===== src/rtl/ifu_pkg.sv =====
// Shared constants, types and FSM state encoding for the IFU miss path.
package ifu_pkg;

    localparam int ADDR_W   = 32;
    localparam int LINE_W   = 128;
    localparam int OFFSET_W = 4;

    typedef logic [ADDR_W-OFFSET_W-1:0] line_addr_t;

    typedef enum logic [1:0] {
        IDLE      = 2'd0,
        MISS_REQ  = 2'd1,
        MISS_WAIT = 2'd2,
        FILL      = 2'd3
    } ifu_miss_state_t;

endpackage


===== src/rtl/ifu_victim_rr.sv =====
// Round-robin victim pointer for the fully associative I-cache.
// clr has priority over inc so an invalidate restarts replacement at entry 0.
module ifu_victim_rr #(
    parameter  int NUM_LINES = 8,
    localparam int IDX_W     = $clog2(NUM_LINES)
) (
    input  logic             Clock,
    input  logic             Rst,
    input  logic             clr,
    input  logic             inc,
    output logic [IDX_W-1:0] ptr
);

    // Advance one entry per fill, wrapping at NUM_LINES-1.
    always_ff @(posedge Clock) begin
        if (Rst || clr) begin
            ptr <= '0;
        end else if (inc) begin
            ptr <= (ptr == IDX_W'(NUM_LINES - 1)) ? '0 : ptr + IDX_W'(1);
        end
    end

endmodule


===== src/rtl/ifu_miss_ctrl.sv =====
// IFU I-cache miss/refill controller.
// Hits return registered cache data one cycle after accept; misses fetch a
// line from memory, fill a round-robin victim and forward the line.
// Also sequences whole-cache invalidation after reset and on flush.
// Optional hit/miss counters: define IFU_MISS_CTRL_PERF_EN.
module ifu_miss_ctrl #(
    parameter  int NUM_LINES = 8,
    parameter  int LINE_W    = 128,
    parameter  int OFFSET_W  = 4,
    localparam int IDX_W     = $clog2(NUM_LINES)
) (
    input  logic                 Clock,
    input  logic                 Rst,
    input  logic                 flush,
    input  logic                 fetch_req_valid,
    input  logic [31:0]          fetch_pc,
    output logic                 fetch_req_ready,
    input  logic                 lookup_hit,
    input  logic [LINE_W-1:0]    cache_line_in,
    output logic                 fetch_rsp_valid,
    output logic [LINE_W-1:0]    fetch_rsp_line,
    output logic                 mem_req_valid,
    output logic [31:0]          mem_req_addr,
    input  logic                 mem_req_ready,
    input  logic                 mem_rsp_valid,
    input  logic [LINE_W-1:0]    mem_rsp_data,
    output logic                 fill_valid,
    output logic [IDX_W-1:0]     fill_idx,
    output logic [31-OFFSET_W:0] fill_tag,
    output logic [LINE_W-1:0]    fill_data,
    output logic                 cache_inv_all,
    output logic                 busy,
    output logic                 spurious_rsp
`ifdef IFU_MISS_CTRL_PERF_EN
    ,
    output logic [31:0]          hit_cnt,
    output logic [31:0]          miss_cnt
`endif
);

    import ifu_pkg::*;

    ifu_miss_state_t       state, state_nxt;
    logic [31-OFFSET_W:0]  line_addr;
    logic [LINE_W-1:0]     line_q;
    logic                  rsp_hit_q;
    logic                  flush_pend;
    logic                  spurious_q;
    logic                  acc;
    logic                  inv_fire;
    logic [IDX_W-1:0]      victim_ptr;

    // Byte offset within a line does not affect the miss path.
    logic unused_pc_bits;
    assign unused_pc_bits = ^fetch_pc[OFFSET_W-1:0];

    // Pending invalidate (post-reset or flush) blocks new requests until issued.
    assign fetch_req_ready = (state == IDLE) && !flush_pend && !flush;
    assign acc             = fetch_req_valid && fetch_req_ready;
    assign inv_fire        = (state == IDLE) && flush_pend && !Rst;

    assign cache_inv_all   = inv_fire;
    assign busy            = (state != IDLE);
    assign spurious_rsp    = spurious_q;
    assign mem_req_addr    = {line_addr, {OFFSET_W{1'b0}}};
    assign fill_idx        = victim_ptr;
    assign fill_tag        = line_addr;
    assign fill_data       = line_q;
    assign fetch_rsp_line  = line_q;
    // Hits complete only from IDLE, fills only from FILL, so no overlap.
    assign fetch_rsp_valid = rsp_hit_q || fill_valid;

    // State register.
    always_ff @(posedge Clock) begin
        if (Rst) state <= IDLE;
        else     state <= state_nxt;
    end

    // Next-state and per-state strobes.
    always_comb begin
        state_nxt     = state;
        mem_req_valid = 1'b0;
        fill_valid    = 1'b0;
        case (state)
            IDLE: begin
                if (acc && !lookup_hit) state_nxt = MISS_REQ;
            end
            MISS_REQ: begin
                mem_req_valid = 1'b1;
                if (mem_req_ready) state_nxt = MISS_WAIT;
            end
            MISS_WAIT: begin
                if (mem_rsp_valid) state_nxt = FILL;
            end
            FILL: begin
                fill_valid = 1'b1;
                state_nxt  = IDLE;
            end
            default: state_nxt = IDLE;
        endcase
    end

    // Line address, line data, hit response, flush and error bookkeeping.
    // flush_pend comes out of reset set so the cache is invalidated once.
    always_ff @(posedge Clock) begin
        if (Rst) begin
            line_addr  <= '0;
            line_q     <= '0;
            rsp_hit_q  <= 1'b0;
            flush_pend <= 1'b1;
            spurious_q <= 1'b0;
        end else begin
            rsp_hit_q <= acc && lookup_hit;
            if (acc && lookup_hit)  line_q    <= cache_line_in;
            if (acc && !lookup_hit) line_addr <= fetch_pc[31:OFFSET_W];
            if (state == MISS_WAIT && mem_rsp_valid) line_q <= mem_rsp_data;
            if (state != MISS_WAIT && mem_rsp_valid) spurious_q <= 1'b1;
            if (flush)         flush_pend <= 1'b1;
            else if (inv_fire) flush_pend <= 1'b0;
        end
    end

    ifu_victim_rr #(.NUM_LINES(NUM_LINES)) u_victim (
        .Clock (Clock),
        .Rst   (Rst),
        .clr   (inv_fire),
        .inc   (fill_valid),
        .ptr   (victim_ptr)
    );

`ifdef IFU_MISS_CTRL_PERF_EN
    // Saturating accepted-hit / accepted-miss counters; flush leaves them alone.
    always_ff @(posedge Clock) begin
        if (Rst) begin
            hit_cnt  <= '0;
            miss_cnt <= '0;
        end else begin
            if (acc && lookup_hit && hit_cnt != 32'hFFFF_FFFF)
                hit_cnt <= hit_cnt + 32'd1;
            if (acc && !lookup_hit && miss_cnt != 32'hFFFF_FFFF)
                miss_cnt <= miss_cnt + 32'd1;
        end
    end
`endif

endmodule


===== config.mk =====
export PLATFORM = sky130hd
export DESIGN_NAME = ifu_miss_ctrl
export DESIGN_NICKNAME = d
export VERILOG_FILES = /design/src/rtl/ifu_pkg.sv /design/src/rtl/ifu_victim_rr.sv /design/src/rtl/ifu_miss_ctrl.sv
export SDC_FILE = /design/constraint.sdc
export NUM_CORES = 1
export LEC_CHECK = 0
export CAP_MARGIN = 20
export CORE_AREA = 2 2 245 247
export CTS_CLUSTER_SIZE = 25
export DETAILED_ROUTE_END_ITERATION = 10
export DIE_AREA = 0 0 247 249
export GPL_TIMING_DRIVEN = 0
export PLACE_DENSITY = 0.52
export SLEW_MARGIN = 40
export SYNTH_ARGS = -nofsm -noshare
export SYNTH_HDL_FRONTEND = slang
export SYNTH_SLANG_ARGS = --single-unit
export TNS_END_PERCENT = 5

===== constraint.sdc =====
create_clock -name Clock -period 3.5 [get_ports Clock]
set_input_delay 0.7 -clock Clock [delete_from_list [all_inputs] [get_ports Clock]]
set_output_delay 0.7 -clock Clock [all_outputs]
set_load 0.03 [all_outputs]

After elaboration in Yosys (flattened, before gate mapping)
Index checks and enable logic that the tools add are counted.

storage, ports and cells
  ROM bits = 0
  logic and storage cells = 45
  memories = 0
  register bits = 164
  bits in latches = 0
  memory bits (writable) = 0
  bits of input ports = 295
  output and inout bits = 326

cells by class
  muxes and demuxes = 9
  reduce and logical (&&, ||, !) cells = 20
  div/mod/pow operators = 0
  magnitude comparators = 0
  add/sub/neg operators = 1
  bitwise gates (word level) = 0
  shift-type cells = 0
  equality and inequality tests = 8
  multipliers = 0

operator list
  cell                                                 number
  2-to-1 mux 128 bit                                   2
  logical AND 1 bit                                    9
  case mux 2 bit (4 select lines)                      1
  2-to-1 mux 2 bit                                     3
  != test 2 bit, second input constant                 3
  equality test 2 bit, second input constant           2
  logical NOT 1 bit                                    4
  nonzero test 2 bit                                   2
  adder 3 x 1 -> 3 bit, second input constant          1
  equality test 3 bit, second input constant           1
  2-to-1 mux 3 bit                                     1
  AND reduction 3 bit                                  1
  equality test 2 x 1 -> 1 bit, second input constant  1
  logical NOT 2 bit                                    1
  logical OR 1 bit                                     2
  2-to-1 mux 1 bit                                     2
  != test 2 x 1 -> 1 bit, second input constant        1
  OR reduction 2 bit                                   1

Longest topological paths before layout
Gate-level depths: netlist (run 1).

  depth after elaboration = 7
  mapped depth = 7
  mapped depth without buffers = 5

Modules after synthesis
From an unflattened synthesis (run 1), not the netlist that was laid out.

unflattened totals
  cell total of the unflattened synthesis = 1074
  area total of the unflattened synthesis = 8590.7 um2

by module, submodules not included
  module         area an instance (um2)  seq. area each (um2)  instances  cells each
  ifu_miss_ctrl  8441.8                  3223.1                1          1061
  ifu_victim_rr  148.9                   60.1                  1          13

Worst setup path after synthesis (run 1)
No wires, ideal clock.

  kind = flip-flop to output port
  start = register state[0]
  end = output port fetch_req_ready
  required time = 2.800 ns
  stages on the path, launching flop included = 5
  path buffers = 0
  slack = 1.226 ns
  data arrival time = 1.574 ns
  cell sequence = dfxtp_1 inv_1 ha_1 inv_1 nor3_1

between the ends
  longest elaborated chain between the ends = 3

ends and longest elaborated chain
  element                          line                 source
  from (decl)                      ifu_miss_ctrl.sv:43  ifu_miss_state_t state, state_nxt;
  from (signal assigned)           ifu_miss_ctrl.sv:76  else state <= state_nxt;
  logical NOT 2 bit                ifu_miss_ctrl.sv:58  assign fetch_req_ready = (state == IDLE) && !flush_pend && !flush;
  logical AND 1 bit (2 in series)  ifu_miss_ctrl.sv:58
  to (decl)                        ifu_miss_ctrl.sv:17  output logic fetch_req_ready,

Every way passes these cells.

Final worst setup path (run 1)
  start = input port Rst
  end = output port cache_inv_all

between the ends
  longest elaborated chain between the ends = 2

ends and longest elaborated chain
  element            line                 source
  from (decl)        ifu_miss_ctrl.sv:13  input logic Rst,
  logical NOT 1 bit  ifu_miss_ctrl.sv:60  assign inv_fire = (state == IDLE) && flush_pend && !Rst;
  logical AND 1 bit  ifu_miss_ctrl.sv:60
  to (decl)          ifu_miss_ctrl.sv:31  output logic cache_inv_all,

Every way passes these cells.

==> results.md, run 1 <==
* Status: completed
* Core Region at 58700 µm²
* Int Power at approximately 4.1 mW
* Critical Path Fanout Max at 10
* Vias in the first global route at 10.7k
* Vias per cell at 4.32
* Pwr dens at 370 nW/µm²
* Ys async rst share at 0%
* Tot GR Track Use at 15.6%
* Area Growth Syn to Fin at 90.7%
* Synthesized area at 8580 µm²
* Clock transition at path regs at around 70 ps
* Critical path launch point type: input pin
* Latest clock arrival within the worst-skew pair at approximately 480 ps
* Req. time, crit path at between 2000 and 3000 ps
* WS Path Type: in -> out
* Clock Skew at 8.87 ps
* RSZ-0062 raised after global routing: false
* Final Max Tran Viols at 0
* Chip width at 247 µm
* Drt total wl at 49.5 mm
* Row Count at 89
* Switching share of power at between 30% and 40%
* Comb power frac at a little under 30%
* Largest net degree at the start of global routing at 17
* Yosys top cell area share at 38.2%
* Synth Flop Type: dfxtp_1
* Sw power at around 1.9 mW
* Slew headroom at a little under half
* Final #Nets at roughly 2k
* Sink Count at roughly 160
* Warnings, synthesis at 0
* ANT nets after route at 0
* CTS tree: done
* Share of cells above drive strength 1 at 13.1%
* Synthesized flop and latch total at 164
* DRC viols at 0
* Wire per inst at a little under 20 µm
* Max cap viols at 0
* Global-route wire length before repair at 70.7 mm
* Die height at 249 µm
* CP arrival at 2520 ps
* Setup violations, final at 0
* Minimum clock period at roughly 3200 ps
* Sequential fraction of the synthesis area at 38.2%
* Cts hold-fix bufs at 0
* Most common cell in the netlist: buf_4
* Post-DP HPWL at 39.5 mm
* Count of different cell masters after synthesis at 27
* Number of buffers created by CTS at 17
* H-tree levels at 4
* N_diodes at 0
* Worst VDD drop at 0.000368 V
* Clock power share at a little over a third
* Gr ovfl total at 0
* Kind of end point of the critical path: output pin
* DR iter-0 viols at 647
* Largest area contributor in the netlist: dfxtp_1
* Number of synthesized flops with an enable pin at 0
* Avg Inst Size Synth at 7.99 µm²
* Die area at 61500 µm²
* FMAX at 310 MHz
* Actual slew at the worst max-slew pin at about 790 ps
* Fin Hold WS at approximately 480 ps
* Top cells by count, synth: buf_4 (176), dfxtp_1 (164), nand3_1 (156)
* Vias at approximately 11k
* IO Pins at approximately 620
* Max Root-Sink Buffers at 2
* Pleak at 5.73 nW
* Initial antenna violation count at 1
* Root Buffer: clkbuf_16
* Min-delay worst type: reg -> reg
* Port bufs at 611
* Synth area leaders: dfxtp_1 (38%), buf_4 (15%), a311oi_1 (13%)
* Starting Density at 14.6%
* Post-cts resize count at 0
* Hold Vio Cnt, Final at 0
* RePlAce Congestion at about 0.87
* Period utilization at 92.1%
* TritonRoute pass-1 iters at 5
* Flop pwr share at about a third
* Post-Syn Instances at 1075
* Post-CTS setup buffers at 0
* Core Util, Final at 27.9%
* Fin Setup TNS at 0 ps
kinds of logic (layout without fill, tap and decap cells):
group	after synthesis	in the layout	synth area share [%]
AO/OA/AOI/OAI	317	317	24.3
adder cells (fa/ha/maj)	6	6	0.874
other	1	4	0.0437
AND/OR/NAND/NOR	304	304	16.1
buffers and inverters	280	924	20.1
multiplexers	3	3	0.350
flip-flops	164	164	38.2
power groups by stage:
stage                     registers, mW  logic (mW)  clock network (mW)
after CTS                          2.08        1.79                2.25
after detailed placement           2.12        1.78                   0
after global placement             2.12        1.77                   0
after floorplan                    2.26       0.686                   0
after global routing               2.09        1.88                2.32
final                              2.08        1.78                2.19
flip-flops by register name, summed over array words and instances (netlist names):
| name | cells |
|---|---|
| fetch_rsp_line | 128 |
| fill_tag | 28 |
| u_victim.ptr | 3 |
| state | 2 |
| flush_pend | 1 |
| rsp_hit_q | 1 |
| spurious_rsp | 1 |
layout make-up:
cell class | instances | area [µm²]
clock buffers | 18 | 439
inverters | 6 | 22.5
repair buffers | 612 | 6140
plain buffers | 274 | 1700
multi-input cells | 634 | 3590
fillers | 6255 | 42300
clock inverters | 14 | 221
well taps | 773 | 967
flip-flops and latches | 164 | 3280
metrics by stage:
stage,power (mW),setup slack [ps],area (µm²),cells
finish,6.05,278,16400,2495
global placement,3.89,-267,15700,2462
floorplan,2.95,1230,8600,1078
CTS,6.12,293,16400,2495
detailed placement,3.90,300,15700,2463
global route,6.28,278,16400,2495
critical path: stages:
cell             delay [ps]
clkbuf_2                250
buf_16                  240
clkbuf_1                230
nor2_1                  340
clkdlybuf4s50_1         760
final timing paths:
| kind | startpoint | endpoint | slack [ps] | cells after the start |
|---|---|---|---|---|
| setup / recovery | Rst | cache_inv_all | 280 | 5 |
| hold / removal | spurious_rsp | spurious_rsp | 480 | 2 |
| setup reg to reg | state[0] | fetch_rsp_line[80] | 1110 | 7 |
| hold reg to reg | spurious_rsp | spurious_rsp | 480 | 2 |
layer usage:
layer	wire length [µm]	track usage, %	vias up
met4	959	5.04	0
met5	0	0	-
met1	20200	18.6	5203
li1	-	-	4996
met3	3330	3.34	46
met2	25000	27.3	525
cell usage in the layout, fill, tap and decap left out:
cell type / instances
clkdlybuf4s50_1: 611
buf_4: 176
dfxtp_1: 164
nand3_1: 156
o21ai_0: 145
nor2_1: 133
a311oi_1: 128
clkbuf_1: 87
a21oi_1: 30
clkbuf_16: 17
o21ai_1: 11
buf_2: 9
ha_1: 6
inv_1: 5
inv_6: 5
bufinv_16: 5
nand2b_1: 4
conb_1: 4
nor3_1: 3
mux2i_1: 3
clkbuf_2: 2
nand2_1: 2
clkinv_4: 2
clkinv_2: 2
or2_2: 1
inv_2: 1
nand4bb_2: 1
and4bb_2: 1
nand3b_1: 1
or4b_1: 1
nor2b_1: 1
a221o_1: 1
a211oi_2: 1
a211o_1: 1
clkbuf_8: 1
buf_16: 1
(Power assumes the default switching activity.)
==> run 2: changes to the inputs <==
RECOVER_POWER = 100   (was not set)
==> results.md, run 2 (same netlist as run 1, synthesis figures left out) <==
* Share of cells above drive strength 1 at 12.8% (-0.23 points)
* ANT nets after route at 0 (unchanged)
* Reg2reg end: fetch_rsp_line[80]
* Area Growth Syn to Fin at 90.6% (about the same)
* Root Buffer: clkbuf_16
* RePlAce Congestion at 0.871 (unchanged)
* Worst VDD drop at 0.000368 V (about the same)
* DR iter-0 viols at 641 (-0.93%)
* Final Cell Area at 16400 µm² (about the same)
* IO Pins at 621 (unchanged)
* Post-cts resize count at 0 (unchanged)
* Critical Path Fanout Max at 10 (unchanged)
* Kind of end point of the critical path: output pin
* Filler Cells Inserted at 6256 (+0.016%)
* Actual slew at the worst max-slew pin at 1300 ps (+504 ps)
* Clock transition at path regs at 70 ps (about the same)
* Setup violations, final at 0 (unchanged)
* Post-DP Area at 15700 µm² (unchanged)
* Die height at 249 µm (unchanged)
* CP arrival at 2550 ps (+30 ps)
* Vias per cell at 4.33 (+0.26%)
* RSZ-0062 raised after global routing: false
* Period utilization at 92.9% (+0.84 points)
* R2R setup slack at 1130 ps (+20 ps)
* Critical path launch point type: input pin
* Pleak at 6.84 nW (+19%)
* Vias at 10.8k (+0.26%)
* Die area at 61500 µm² (unchanged)
* Chip width at 247 µm (unchanged)
* H-tree levels at 4 (unchanged)
* Wire per inst at 19.8 µm (-0.26%)
* Gr ovfl total at 0 (unchanged)
* N_diodes at 0 (unchanged)
* Latest clock arrival within the worst-skew pair at 480 ps (about the same)
* FF-to-FF Start: state[0]
* Core Region at 58700 µm² (unchanged)
* Slew headroom at 13.5% (-34 points)
* Pwr dens at 365 nW/µm² (-1.3%)
* Reg2reg path depth at 7 (unchanged)
* Final Max Tran Viols at 0 (unchanged)
* Req. time, crit path at 2800 ps (about the same)
* CP startpoint: Rst
* Row Count at 89 (unchanged)
* Number of buffers created by CTS at 17 (unchanged)
* Sink Count at 164 (unchanged)
* Clock Skew at 7.86 ps (-1.00 ps)
* Fin Setup TNS at 0 ps (unchanged)
* FMAX at 308 MHz (-0.90%)
* Critical Path End: cache_inv_all
* Minimum clock period at 3250 ps (+29.3 ps)
* WS Path Type: in -> out
* Vias in the first global route at 10.7k (unchanged)
* Status: completed
* Max Root-Sink Buffers at 2 (unchanged)
* Most common cell after layout, fill and taps aside: dlygate4sd3_1
* Drt total wl at 49.4 mm (-0.26%)
* TritonRoute pass-1 iters at 5 (unchanged)
* Starting Density at 14.6% (unchanged)
* Initial antenna violation count at 1 (unchanged)
* Hold Path Stages at 2 (unchanged)
* Post-DP HPWL at 39.5 mm (unchanged)
* Cts hold-fix bufs at 0 (unchanged)
* Port bufs at 611 (unchanged)
* Total power at 5.97 mW (-1.4%)
* Final #Nets at 2010 (unchanged)
* Min-delay worst type: reg -> reg
* CTS tree: done
* Max cap viols at 0 (unchanged)
* Largest net degree at the start of global routing at 17 (unchanged)
* Max reg flops at 128 (unchanged)
* DRC viols at 0 (unchanged)
* Global-route wire length before repair at 70.7 mm (unchanged)
* Tot GR Track Use at 15.6% (unchanged)
* Commonest cells after routing, fill and taps aside: dlygate4sd3_1 (323), clkdlybuf4s50_1 (288), buf_4 (175)
* Hold Vio Cnt, Final at 0 (unchanged)
* Post-CTS setup buffers at 0 (unchanged)
[run 2: worst max-delay path, stage by stage]
cell and delay [ps]:
clkbuf_2 230, buf_16 230, clkbuf_1 230, nor2_1 330, dlygate4sd3_1 810
[run 2: cell type report]
| class | instances | area, µm² | share of cell area (%) |
|---|---|---|---|
| Tap cell | 773 | 967 | 5.91 |
| Buffer | 274 | 1700 | 10.4 |
| Inverter | 6 | 22.5 | 0.138 |
| Sequential cell | 164 | 3280 | 20.1 |
| Clock buffer | 18 | 439 | 2.68 |
| Timing Repair Buffer | 612 | 6140 | 37.6 |
| Clock inverter | 14 | 221 | 1.35 |
| Multi-Input combinational cell | 634 | 3580 | 21.9 |
[run 2: routing by layer]
metal,track usage (%),part of all wire (%),up-vias
met5,0,0,-
met4,5.04,2.2,0
met3,3.34,6.9,52
met2,27.3,50,548
met1,18.6,41,5196
li1,-,-,5002
[run 2: worst min-delay path by stage]
| stage | from | end | slack [ps] |
|---|---|---|---|
| 2_1_floorplan | state[1] | state[1] | 480 |
| 3_3_place_gp | spurious_rsp | spurious_rsp | 460 |
| 3_5_place_dp | spurious_rsp | spurious_rsp | 480 |
| 4_1_cts | spurious_rsp | spurious_rsp | 490 |
| 5_1_grt | spurious_rsp | spurious_rsp | 520 |
| 6_report | spurious_rsp | spurious_rsp | 480 |
[run 2: power breakdown]
group	switching [mW]	leakage (nW)	internal [mW]	total, mW
registers	0.105	1.32	1.97	2.07
clock network	0.898	0.326	1.29	2.19
logic	0.922	5.19	0.778	1.70
[run 2: metrics by stage]
step / hold slack, ps / instances / utilization, % / setup slack [ps]
2_1_floorplan: 485 / 1078 / - / 1230
3_3_place_gp: 457 / 2462 / 26.7 / -267
3_5_place_dp: 476 / 2463 / 26.8 / 300
4_1_cts: 495 / 2495 / 27.9 / 293
5_1_grt: 524 / 2495 / 27.9 / 159
6_report: 482 / 2495 / 27.9 / 249
